**src/rtl/fetch_pkg.sv**
```systemverilog
// rtl/fetch_pkg.sv - shared widths, reset PC, PC step and fetch FSM states
package fetch_pkg;

    localparam int          DEF_XLEN     = 32;
    localparam logic [31:0] DEF_RESET_PC = 32'h0000_0000;
    localparam int          DEF_PC_STEP  = 4;

    typedef enum logic [1:0] {
        ST_IDLE = 2'd0,
        ST_REQ  = 2'd1,
        ST_WAIT = 2'd2,
        ST_HOLD = 2'd3
    } fetch_state_e;

endpackage

```
**src/rtl/pc_redirect_buf.sv**
```systemverilog
// rtl/pc_redirect_buf.sv - pending redirect register, last write wins, cleared on consume
module pc_redirect_buf
    import fetch_pkg::*;
#(
    parameter int XLEN = DEF_XLEN
) (
    input  logic            clk,
    input  logic            rst,
    input  logic            set,
    input  logic [XLEN-1:0] set_pc,
    input  logic            clr,
    output logic            pend_valid,
    output logic [XLEN-1:0] pend_pc
);

    // A new redirect always overrides both an older one and a same-cycle clear.
    always_ff @(posedge clk) begin
        if (rst) begin
            pend_valid <= 1'b0;
            pend_pc    <= '0;
        end else if (set) begin
            pend_valid <= 1'b1;
            pend_pc    <= set_pc;
        end else if (clr) begin
            pend_valid <= 1'b0;
        end
    end

endmodule

```
**src/rtl/pc_fetch_unit.sv**
```systemverilog
// rtl/pc_fetch_unit.sv - PC register and instruction fetch FSM; optional PC_FETCH_MISALIGN_CHECK_EN
module pc_fetch_unit
    import fetch_pkg::*;
#(
    parameter int              XLEN     = DEF_XLEN,
    parameter logic [XLEN-1:0] RESET_PC = XLEN'(DEF_RESET_PC),
    parameter int              PC_STEP  = DEF_PC_STEP
) (
    input  logic            clk,
    input  logic            rst,
    input  logic            redirect_valid,
    input  logic [XLEN-1:0] redirect_pc,
    output logic [XLEN-1:0] pc_plus4,
    output logic            imem_req_valid,
    input  logic            imem_req_ready,
    output logic [XLEN-1:0] imem_req_addr,
    input  logic            imem_rsp_valid,
    input  logic [XLEN-1:0] imem_rsp_data,
    output logic            inst_valid,
    input  logic            inst_ready,
    output logic [XLEN-1:0] inst_data,
`ifdef PC_FETCH_MISALIGN_CHECK_EN
    output logic            misalign_fault,
`endif
    output logic [XLEN-1:0] inst_pc
);

    localparam logic [XLEN-1:0] ALIGN_MASK = ~{{(XLEN-2){1'b0}}, 2'b11};

    fetch_state_e    state;
    logic [XLEN-1:0] pc;
    logic            squash;
    logic            pend_valid;
    logic [XLEN-1:0] pend_pc;
    logic [XLEN-1:0] rpc;
    logic            fault_hit;
    logic            fault_q;
    logic            redir;
    logic            take;
    logic [XLEN-1:0] take_pc;
    logic            buf_set;
    logic            buf_clr;

`ifdef PC_FETCH_MISALIGN_CHECK_EN
    assign rpc       = redirect_pc;
    assign fault_hit = redirect_valid && (redirect_pc[1:0] != 2'b00);

    // Sticky fault flag; only reset clears it.
    always_ff @(posedge clk) begin
        if (rst) begin
            fault_q <= 1'b0;
        end else if (fault_hit) begin
            fault_q <= 1'b1;
        end
    end

    assign misalign_fault = fault_q;
`else
    assign rpc       = redirect_pc & ALIGN_MASK;
    assign fault_hit = 1'b0;
    assign fault_q   = 1'b0;
`endif

    assign redir          = redirect_valid && !fault_hit;
    assign pc_plus4       = pc + XLEN'(PC_STEP);
    assign imem_req_addr  = pc;
    assign imem_req_valid = (state == ST_REQ);
    assign inst_valid     = (state == ST_HOLD);

    // Decide whether this cycle leaves WAIT/HOLD for a fresh request, and from where.
    always_comb begin
        take = 1'b0;
        case (state)
            ST_WAIT: take = imem_rsp_valid && (squash || redir);
            ST_HOLD: take = redir || pend_valid || inst_ready;
            default: take = 1'b0;
        endcase
        if (redir) begin
            take_pc = rpc;
        end else if (pend_valid) begin
            take_pc = pend_pc;
        end else begin
            take_pc = pc_plus4;
        end
    end

    // A redirect used directly this cycle never needs to be buffered.
    assign buf_set = redir && !take && (state != ST_IDLE);
    assign buf_clr = take || (state == ST_IDLE);

    pc_redirect_buf #(.XLEN(XLEN)) u_redirect_buf (
        .clk        (clk),
        .rst        (rst),
        .set        (buf_set),
        .set_pc     (rpc),
        .clr        (buf_clr),
        .pend_valid (pend_valid),
        .pend_pc    (pend_pc)
    );

    // Fetch FSM, PC register and decode-side instruction holding register.
    always_ff @(posedge clk) begin
        if (rst) begin
            state     <= ST_IDLE;
            pc        <= RESET_PC;
            squash    <= 1'b0;
            inst_data <= '0;
            inst_pc   <= '0;
        end else if (fault_hit || fault_q) begin
            state  <= ST_IDLE;
            squash <= 1'b0;
            if (fault_hit) begin
                inst_pc <= redirect_pc;
            end
        end else begin
            case (state)
                ST_IDLE: begin
                    if (redir) begin
                        pc <= rpc;
                    end
                    state <= ST_REQ;
                end
                ST_REQ: begin
                    if (imem_req_ready) begin
                        squash <= pend_valid || redir;
                        state  <= ST_WAIT;
                    end
                end
                ST_WAIT: begin
                    if (take) begin
                        squash <= 1'b0;
                        pc     <= take_pc;
                        state  <= ST_REQ;
                    end else if (imem_rsp_valid) begin
                        inst_data <= imem_rsp_data;
                        inst_pc   <= pc;
                        state     <= ST_HOLD;
                    end else if (redir) begin
                        squash <= 1'b1;
                    end
                end
                ST_HOLD: begin
                    if (take) begin
                        pc    <= take_pc;
                        state <= ST_REQ;
                    end
                end
                default: state <= ST_IDLE;
            endcase
        end
    end

endmodule

```
**config.mk**
```make
export PLATFORM = sky130hd
export DESIGN_NAME = pc_fetch_unit
export DESIGN_NICKNAME = d
export VERILOG_FILES = /design/src/rtl/fetch_pkg.sv /design/src/rtl/pc_redirect_buf.sv /design/src/rtl/pc_fetch_unit.sv
export SDC_FILE = /design/constraint.sdc
export NUM_CORES = 1
export LEC_CHECK = 0
export ABC_AREA = 1
export BUFFER_PORTS_ARGS = -buffer_cell sky130_fd_sc_hd__buf_4
export CAP_MARGIN = 25
export CELL_PAD_IN_SITES_DETAIL_PLACEMENT = 1
export CELL_PAD_IN_SITES_GLOBAL_PLACEMENT = 2
export CORE_MARGIN = 10
export CORE_UTILIZATION = 26
export DETAILED_ROUTE_END_ITERATION = 8
export PLACE_DENSITY_LB_ADDON = 0.1
export SKIP_CTS_REPAIR_TIMING = 1
export SLEW_MARGIN = 10
export SYNTH_ARGS = -nofsm -noshare
export SYNTH_HDL_FRONTEND = slang
export SYNTH_SLANG_ARGS = --single-unit
```
**constraint.sdc**
```tcl
create_clock -name clk -period 2.1 [get_ports clk]
set_clock_uncertainty 0.05 [all_clocks]
set_input_delay 0.42 -clock clk [delete_from_list [all_inputs] [get_ports clk]]
set_output_delay 0.42 -clock clk [all_outputs]
set_load 0.005 [all_outputs]
```
==> impl_metrics.env <==
export IMPL_status="finished with violations"
export IMPL_failed_checks="negative setup slack"
export IMPL_yosysTopAreaCellShare_pct=40.7
export IMPL_cpPeakStageDelay_ps=360
export IMPL_syn_to_final_growth_pct=51.0
export IMPL_crit_slowest_cell="dfxtp_4"
export IMPL_report_final_slew_viol_count=0
export IMPL_total_power_mw=11.1
export IMPL_synth_xor_area_share_pct=1.13
export IMPL_die_area_um2=30400
export IMPL_p_int_mw=6.72
export IMPL_cp_arrival_ps=1790
export IMPL_drc=0
export IMPL_vias_per_cell=4.51
export IMPL_critPathKind="register to output pin"
export IMPL_drive_gt1_share_pct=34.0
export IMPL_power_switching_mw=4.36
export IMPL_diodes=0
export IMPL_seq_area_frac_synth_pct=40.7
export IMPL_die_x_um=174
export IMPL_die_h_um=174
export IMPL_cp_end_kind="output pin"
export IMPL_seqPwrFrac_pct=30.3
export IMPL_num_io_pins=200
export IMPL_wl_um=25800
export IMPL_cts_htree_levels=4
export IMPL_antenna_left=0
export IMPL_first_pass_iters=4
export IMPL_first_global_vias=7004
export IMPL_grt_start_max_net_pins=71
export IMPL_hold_class="input pin to register"
export IMPL_pwr_share_clk_pct=28.5
export IMPL_start_kind="register"
export IMPL_setup_viol=24
export IMPL_async_reset_ff_share_pct=0
export IMPL_synth_area_top_cells="dfxtp_1 (41%), a21oi_1 (14%), nand2_1 (14%), nor2_1 (7.3%), nand3_1 (5.7%)"
export IMPL_yosys_area_top_type="dfxtp_1"
export IMPL_rsz0062_at_grt="yes"
export IMPL_setup_ws_ps=-161
export IMPL_dp_cells=1443
export IMPL_cts_sinks=126
export IMPL_grt_pass1_wl_um=40300
export IMPL_nNetsFinal=1224
export IMPL_cts_tree="yes"
export IMPL_grt_usage_pct=16.7
export IMPL_rows=56
export IMPL_critPathMaxFanout=4
export IMPL_vias=6670
export IMPL_synth_fa_ha_area_share_pct=1.21
export IMPL_synth_mux_area_share_pct=0
export IMPL_synth_compound_area_share_pct=18.6
export IMPL_n_fill_cell=2940
export IMPL_layout_cells_non_filler=1480
export IMPL_ys_types=27
export IMPL_cts_root_buf="clkbuf_16"
export IMPL_portBuffers=191
export IMPL_fin_crit_sh_pct=108
export IMPL_power_leakage_nw=4.17
export IMPL_ir_worst_vdd_mv=0.477
export IMPL_core_area_um2=23500
export IMPL_dp_hpwl_um=19200
export IMPL_synth_area_um2=6200
export IMPL_cap_violations=0
export IMPL_netlist_top_cells_count="nand2_1 (229), a21oi_1 (172), dfxtp_1 (126)"
export IMPL_synth_top_family_by_area="simple AND/OR/NAND/NOR gates"
export IMPL_clock_fmax_mhz=442
export IMPL_synth_edf_count=0
export IMPL_power_density_nw_per_um2=1180
export IMPL_clockBufferDepth=2
export IMPL_hold_ws_ps=221
export IMPL_gp_routability_congestion=0.800
export IMPL_cts_clk_slew_worst_paths_ps=70
export IMPL_numCtsBuffers=17
export IMPL_combinationalPowerShare_pct=41.2
export IMPL_ys_warn_count=0
export IMPL_pre_cts_ws_ps=8.63
export IMPL_finalCriticalPeriod_ps=2260
export IMPL_cp_required_ps=1630
export IMPL_initial_core_util_pct=26.4
export IMPL_clk_latency_ps=420
export IMPL_syn_inst=939
export IMPL_swShare_pct=39.3
export IMPL_hold_viol=0
export IMPL_wire_per_inst_um=17.4
export IMPL_overflow=0
export IMPL_ys_flop_type="dfxtp_1"
export IMPL_ys_ff_latch=126
export IMPL_grt_antenna_before_repair=0
export IMPL_path_cells="ha_4 > nand2_2 > nor2_4 > nand2_4 > nor2_4 > buf_6 > nand3_1 > nand2_2 > buf_4"
export IMPL_avgSynthCellArea_um2=6.60
export IMPL_drt_iter0_markers=227
export IMPL_yosys_area_share_simple_pct=27.8
export IMPL_synth_most_common_cell="nand2_1"
==> routing by layer <==
| layer | GRT usage (%) | vias up | wire length, um |
|---|---|---|---|
| met5 | 0 | - | 0 |
| met3 | 6.52 | 14 | 1920 |
| li1 | - | 3421 | - |
| met2 | 25.8 | 135 | 11400 |
| met1 | 21.2 | 3100 | 12100 |
| met4 | 4.35 | 0 | 283 |
==> cell type report <==
type / instances / area [um2] / area share, %
multi-input cells: 674 / 3450 / 36.8
flip-flops and latches: 126 / 2550 / 27.2
repair buffers: 246 / 2030 / 21.7
clock buffers: 17 / 425 / 4.55
well taps: 319 / 399 / 4.27
inverters: 83 / 314 / 3.36
clock inverters: 15 / 195 / 2.09
==> through the flow <==
step	cell area (um2)	util [%]	TNS, ps
final	9360	39.9	-2560
after global routing	9360	39.9	-5550
after CTS	8840	37.7	-7870
after detailed placement	8220	35.0	0
after global placement	8220	35.0	0
after floorplan	6210	-	0
==> power groups by stage <==
stage | clock network [mW] | logic, mW | registers [mW]
after global placement | 0 | 4.36 | 3.33
after detailed placement | 0 | 4.39 | 3.34
final | 3.16 | 4.57 | 3.36
after CTS | 3.27 | 4.40 | 3.29
after global routing | 3.36 | 5.14 | 3.43
after floorplan | 0 | 2.16 | 3.31
==> final timing paths <==
check	start	end	slack [ps]	depth (start not counted)
setup reg to reg	state[0]	imem_req_addr[11]	190	9
hold reg to reg	u_redirect_buf.pend_pc[11]	u_redirect_buf.pend_pc[11]	400	2
hold / removal	imem_rsp_data[18]	inst_data[18]	220	3
setup / recovery	imem_req_addr[3]	pc_plus4[30]	-160	9
==> cell usage in the layout (no fill, tap or decap), types with 2 or more instances in the layout <==
master	count
buf_4	221
bufinv_16	2
buf_12	10
buf_6	15
nor2_4	12
nand2_1	180
xor2_2	3
inv_2	4
inv_8	6
o21ai_2	2
a21oi_1	172
clkbuf_16	17
dfxtp_2	11
nor2_1	93
nand2_4	6
o21ai_1	3
o21a_1	2
and2_1	2
inv_6	3
clkinv_4	2
nand3_1	61
dfxtp_4	3
inv_1	78
o21ai_0	43
nor2_2	16
nand3_2	8
xor2_1	4
nand3_4	2
conb_1	6
nand2_2	46
ha_1	5
dfxtp_1	112
==> kinds of logic after synthesis <==
| family | count (synthesis) |
|---|---|
| AND/OR/NAND/NOR | 428 |
| AO/OA/AOI/OAI | 226 |
| adder cells (fa/ha/maj) | 6 |
| other | 1 |
| XOR/XNOR | 8 |
| flip-flops | 126 |
| buffers and inverters | 144 |
==> registers in the layout (all words and copies together), names as in the netlist <==
signal	count
imem_req_addr	30
inst_data	32
inst_pc	30
squash	1
state	2
u_redirect_buf.pend_pc	30
u_redirect_buf.pend_valid	1
==> worst max-delay path: cells and delay by family (launching register included) <==
family | cells | cell delay (ps)
AND/OR/NAND/NOR | 6 | 630
buffers and inverters | 2 | 220
flip-flops | 1 | 360
adder cells (fa/ha/maj) | 1 | 140
(Power assumes the default switching activity.)
